**config.mk**
```make
export PLATFORM = sky130hd
export DESIGN_NAME = boot_mem_ctrl
export DESIGN_NICKNAME = d
export VERILOG_FILES = /design/src/rtl/boot_mem_ctrl.sv
export SDC_FILE = /design/constraint.sdc
export NUM_CORES = 1
export LEC_CHECK = 0
export CORE_MARGIN = 2
export CORE_UTILIZATION = 40
export CTS_CLUSTER_SIZE = 14
export DETAILED_ROUTE_END_ITERATION = 10
export HOLD_SLACK_MARGIN = 0.08
export PLACE_DENSITY = 0.73
export RECOVER_POWER = 25
export SYNTH_ARGS = -nofsm -noshare
export SYNTH_HDL_FRONTEND = slang
export SYNTH_SLANG_ARGS = --single-unit
```
**constraint.sdc**
```tcl
create_clock -name clk -period 5.88 [get_ports clk]
set_clock_uncertainty 0.15 [all_clocks]
set_input_delay 0.588 -clock clk [delete_from_list [all_inputs] [get_ports clk]]
set_output_delay 0.588 -clock clk [all_outputs]
set_load 0.1 [all_outputs]
```
**src/rtl/boot_mem_ctrl.sv**
```systemverilog
// rtl/boot_mem_ctrl.sv - CPU memory request controller for debug ROM / SPI memory boot sources
// Optional SPI wait timeout: define BOOT_MEM_TIMEOUT_EN.
module boot_mem_ctrl #(
    parameter int ROM_SIZE = 25,
    parameter int TIMEOUT  = 255
) (
    input  logic        clk,
    input  logic        reset,
    input  logic        boot_sel,
    input  logic        cpu_req,
    input  logic        cpu_we,
    input  logic [15:0] cpu_addr,
    input  logic [7:0]  cpu_wdata,
    output logic [7:0]  cpu_rdata,
    output logic        cpu_ready,
    output logic [7:0]  rom_addr,
    input  logic [7:0]  rom_data,
    output logic        spi_start,
    output logic        spi_we,
    output logic [15:0] spi_addr,
    output logic [7:0]  spi_wdata,
    input  logic [7:0]  spi_rdata,
    input  logic        spi_done,
    output logic        boot_mode,
    output logic        err_timeout
);

    typedef enum logic [2:0] {IDLE, ROM_RD, SPI_GO, SPI_WAIT, RESP} state_t;

    localparam logic [15:0] ROM_LIMIT = 16'(ROM_SIZE);

    state_t      state;
    state_t      state_nxt;
    logic        latch_done;
    logic [15:0] addr_q;
    logic        we_q;
    logic        accept;
    logic        timeout_hit;

    always_ff @(posedge clk or posedge reset) begin
        if (reset) begin
            state <= IDLE;
        end else begin
            state <= state_nxt;
        end
    end

    always_comb begin
        state_nxt = state;
        accept    = 1'b0;
        spi_start = 1'b0;
        cpu_ready = 1'b0;
        case (state)
            IDLE: begin
                if (cpu_req && latch_done) begin
                    accept = 1'b1;
                    if (!boot_mode)  state_nxt = SPI_GO;
                    else if (cpu_we) state_nxt = RESP;
                    else             state_nxt = ROM_RD;
                end
            end
            ROM_RD: state_nxt = RESP;
            SPI_GO: begin
                spi_start = 1'b1;
                // A completion arriving alongside the start pulse is accepted immediately.
                state_nxt = spi_done ? RESP : SPI_WAIT;
            end
            SPI_WAIT: begin
                if (spi_done || timeout_hit) state_nxt = RESP;
            end
            RESP: begin
                cpu_ready = 1'b1;
                state_nxt = IDLE;
            end
            default: state_nxt = IDLE;
        endcase
    end

    always_ff @(posedge clk or posedge reset) begin
        if (reset) begin
            latch_done <= 1'b0;
            boot_mode  <= 1'b0;
            addr_q     <= 16'h0000;
            we_q       <= 1'b0;
            cpu_rdata  <= 8'h00;
            rom_addr   <= 8'h00;
            spi_we     <= 1'b0;
            spi_addr   <= 16'h0000;
            spi_wdata  <= 8'h00;
        end else begin
            if (!latch_done) begin
                boot_mode  <= boot_sel;
                latch_done <= 1'b1;
            end
            case (state)
                IDLE: begin
                    if (accept) begin
                        addr_q <= cpu_addr;
                        we_q   <= cpu_we;
                        if (boot_mode) begin
                            if (!cpu_we) rom_addr <= cpu_addr[7:0];
                        end else begin
                            spi_addr  <= cpu_addr;
                            spi_we    <= cpu_we;
                            spi_wdata <= cpu_wdata;
                        end
                    end
                end
                // Full 16-bit compare: aliases above the ROM image read as NOP.
                ROM_RD: cpu_rdata <= (addr_q < ROM_LIMIT) ? rom_data : 8'h00;
                SPI_GO, SPI_WAIT: begin
                    if (spi_done) begin
                        if (!we_q) cpu_rdata <= spi_rdata;
                    end else if (timeout_hit) begin
                        cpu_rdata <= 8'hFF;
                    end
                end
                default: ;
            endcase
        end
    end

`ifdef BOOT_MEM_TIMEOUT_EN
    localparam logic [7:0] TIMEOUT_LAST = 8'(TIMEOUT - 1);

    logic [7:0] wait_cnt;
    logic       err_q;

    assign timeout_hit = (state == SPI_WAIT) && !spi_done && (wait_cnt == TIMEOUT_LAST);
    assign err_timeout = err_q;

    always_ff @(posedge clk or posedge reset) begin
        if (reset) begin
            wait_cnt <= 8'h00;
            err_q    <= 1'b0;
        end else begin
            if (accept)                 wait_cnt <= 8'h00;
            else if (state == SPI_WAIT) wait_cnt <= wait_cnt + 8'h01;
            if (timeout_hit)            err_q    <= 1'b1;
        end
    end
`else
    logic unused_timeout;

    assign unused_timeout = (TIMEOUT == 0);
    assign timeout_hit    = 1'b0;
    assign err_timeout    = 1'b0;
`endif

endmodule

```
=== Word-level counts from Yosys, hierarchy flattened ===
Cells that the tools add are included.

* Bitwise logic cells: 2
* Reductions and logical operators: 9
* Magnitude comparators: 1
* Muxes and demuxes: 14
* Eq/ne operators: 8

{| class="wikitable"
|+ Operators with widths
! operator !! count
|-
| $mux 8 || 3
|-
| $lt 16x5->1 const B || 1
|-
| $pmux 8 s2 || 1
|-
| $mux 3 || 5
|-
| $pmux 3 s4 || 1
|-
| $ne 2x2->1 const B || 4
|-
| $eq 3x2->1 const B || 2
|-
| $reduce_and 3->1 || 2
|-
| $mux 1 || 4
|-
| $reduce_and 2->1 || 2
|-
| $reduce_and 4->1 || 1
|-
| $eq 3x1->1 const B || 1
|-
| $eq 3x3->1 const B || 1
|-
| $logic_not 3->1 || 1
|-
| $not 1->1 || 2
|-
| $reduce_bool 2->1 || 1
|-
| $reduce_or 2->1 || 1
|-
| $logic_and 1x1->1 || 1
|}

* Output and inout port bits: 45
* Flip-flop bits (word level): 63
* Logic and storage cells: 44
* Input port bits: 46

=== Logic depth before layout (Yosys ltp) ===
* Depth after elaboration: 4
* Mapped depth: 6
* Gate-level depth less buffers: 4

=== Worst setup path before layout ===
Ideal clock, no wire load.

* Path kind: reg2out
* Start point: register state[0]
* End point: output cpu_ready
* Required time: 5.142 ns
* Setup slack: 2.383 ns
* Buffers on the path: 1
* Stages on the path, launching flop included: 3
* Arrival: 2.759 ns
* Path through: dfrtp_1 clkbuf_2 nor3b_1

* Word-level cells in the longest chain between the ends: 2

{| class="wikitable"
|+ Ends and longest elaborated chain
! item !! RTL line !! text
|-
| from (decl) || 32 || <nowiki>state_t state;</nowiki>
|-
| from (signal assigned) || 44 || <nowiki>state <= state_nxt;</nowiki>
|-
| $eq 3x3->1 || 53 || <nowiki>case (state)</nowiki>
|-
| $mux 1 || 53 ||
|-
| to (decl) || 15 || <nowiki>output logic cpu_ready,</nowiki>
|}

No other way between the ends.

=== Worst setup path after layout ===
Ends and elaborated chain as after synthesis.

==> key figures <==
Placement
  – # port buffers: 89
  – RePlAce Congestion: between 0.6 and 0.7
  – Dpl hpwl: between 3 and 4 mm

Clock tree
  – CTS resizes: 0
  – Hold Buf Count CTS: 0
  – CTS buffer count: 9
  – Post-CTS setup repair buffer count: 0
  – H-tree depth: 3
  – Clk sinks: 63
  – Clk slew on worst S/H paths: 0.06 ns
  – CTS tree: yes
  – Clk root buf: clkbuf_8
  – Latest clock arrival within the worst-skew pair: 0.33 ns
  – Longest Clk Path Bufs: 2

Routing
  – WL per Instance: roughly 15 um
  – Drt pass-1 iters: 4
  – Via/cell ratio: approximately 5.0
  – Detail Route Antenna Nets: 0
  – Via count: between 1500 and 2000
  – WL final: around 5.2 mm
  – DRC: 0
  – DRT iter0 DRCs: between 40 and 50

Setup path
  – Worst EP required: just over 5 ns
  – R2R Path Start: state[2]
  – Critical path type: register to primary output
  – R2R Path End: spi_wdata[2]
  – Worst path max stage delay: approximately 1.2 ns
  – Crit path DAT: 2.29 ns
  – CP Capture Type: primary output
  – Critical path, cell by cell: nor3b_1, clkdlybuf4s50_1
  – Critical path startpoint category: register
  – CP Max Fanout: 6
  – Worst r2r path cells: 4
  – R2R Setup Slk: around 3.7 ns
  – Critical path's slowest cell: clkdlybuf4s50_1

Timing
  – Setup_tns: 0 ns
  – Max-slew headroom: 0.216
  – Slew Viols, Final: 0
  – Post-layout min period: between 3 and 4 ns
  – Worst slew pin tran: roughly 1.2 ns
  – Final period utilization: 0.514
  – RSZ-0062 raised after global routing: no
  – Max Clk Rate: between 300 and 400 MHz
  – # setup viols final: 0
  – Fin. Hold Viols: 0

Cells and area
  – Leading cell type in the layout, fill and taps excluded: clkdlybuf4s50_1
  – Fin nets: 310
  – Layout area overhead: 46.6%
  – Seq. cell area: 1580 sq um
  – # fillers: 513
  – Multi-input logic area: between 900 and 1000 sq um
  – Share of cells above drive strength 1: 0.271
  – Most frequent cells in the layout: clkdlybuf4s50_1 (86), dfrtp_1 (63), mux2_2 (51)
  – # diodes: 0

Yosys
  – Netlist cell types: 27
  – Syn_nets: 216
  – Synthesized area per cell: 14.9 sq um
  – Ys Warns: 0
  – FF+latch count, synth: 63
  – Top_reg_cell synth: dfrtp_1
  – Cell area after synthesis: approximately 2500 sq um
  – Number of synthesized flops with an enable pin: 0
  – Synth Instances: 170
  – Asr flop ratio synth: 1.00
  – Register area share after synthesis: 0.622

Floorplan
  – Chip width: approximately 84 um
  – Die Y: 83.6 um
  – Starting Density: 0.406
  – Core Area: about 6200 sq um
  – Die Footprint: between 6000 and 7000 sq um
  – Row count: 29
  – Io pins: 91

Global route
  – Largest net degree at the start of global routing: 64
  – GRT Util Overall: 0.158
  – First-pass GRT wire length: ~9 mm
  – Grt ovf: 0
  – Initial antenna violation count: 0
  – Vias in the first global route: 1839

Min path
  – Hold path depth: 1
  – Hold Path Sink: we_q
  – Hold WC Path Type: register to register
  – Worst hold start: we_q

Run status
  – Status: finished clean

Run
  – Max cap viols: 0
worst max-delay path, delay by kind of cell (launching register included):
family / cells / cell delay (ns)
DFF: 1 / 0.49
and+or+nand+nor: 1 / 0.29
buffers and inverters: 1 / 1.18
cells in the mapped netlist, drive strengths merged (2+ instances only):
library cell | n | area, sq um
a21oi | 9 | 45.0
buf | 7 | 42.5
nor2 | 10 | 40.0
conb | 2 | 7.51
dfrtp | 63 | 1580
nor3 | 2 | 21.3
a32oi | 8 | 70.1
nand2b | 2 | 12.5
nor4 | 2 | 12.5
mux2 | 51 | 574
o21bai | 2 | 15.0
kinds of logic (layout without fill, tap and decap cells):
| logic type | after synthesis | count (layout) | share of synthesized area |
|---|---|---|---|
| AO/OA/AOI/OAI | 22 | 22 | 0.0602 |
| other | 2 | 2 | 0.00296 |
| AND/OR/NAND/NOR | 23 | 23 | 0.0681 |
| flip-flops | 63 | 63 | 0.622 |
| buffers and inverters | 9 | 108 | 0.0202 |
| multiplexers | 51 | 51 | 0.227 |
sequential cells by signal (all words and copies together), names as in the netlist:
name        count
addr_q         16
boot_mode       1
cpu_rdata       8
latch_done      1
rom_addr        8
spi_addr       16
spi_wdata       8
spi_we          1
state           3
we_q            1
how the worst max path moves through the flow:
stage	slack, ns	from	to
after detailed placement	3.09	cpu_req	spi_wdata[2]
after global placement	3.13	cpu_req	spi_addr[12]
after global routing	2.77	state[0]	cpu_ready
final	2.86	state[0]	cpu_ready
after CTS	2.85	state[0]	cpu_ready
after floorplan	2.38	state[0]	cpu_ready
routing by layer:
layer  wire [um]  GRT usage  vias to the layer above  share of wire
met3         340     0.0455                        9          0.065
li1            -          -                      804              -
met5           0          0                        -              0
met2        2500      0.246                       59           0.48
met1        2320      0.207                      849           0.44
met4          79     0.0704                        0          0.015
final cells by class:
cell class,count,share of cell area
Timing Repair Buffer,91,0.244
Tap cell,77,0.0259
Multi-Input combinational cell,98,0.244
Sequential cell,63,0.424
Clock buffer,14,0.0518
Clock inverter,2,0.00942
Inverter,1,0.00101
stage by stage:
step	hold slack [ns]	utilization	instances	worst slack, ns	area [sq um]
floorplan	0.321	-	170	2.38	2530
global placement	0.333	0.559	330	3.13	3490
detailed placement	0.337	0.559	330	3.09	3490
CTS	0.351	0.596	346	2.85	3720
global route	0.374	0.596	346	2.77	3720
finish	0.349	0.596	346	2.86	3720
Power is left out: the tool's default activity adds up to more than one toggle a clock period on the data nets, which glitch-free logic cannot reach.
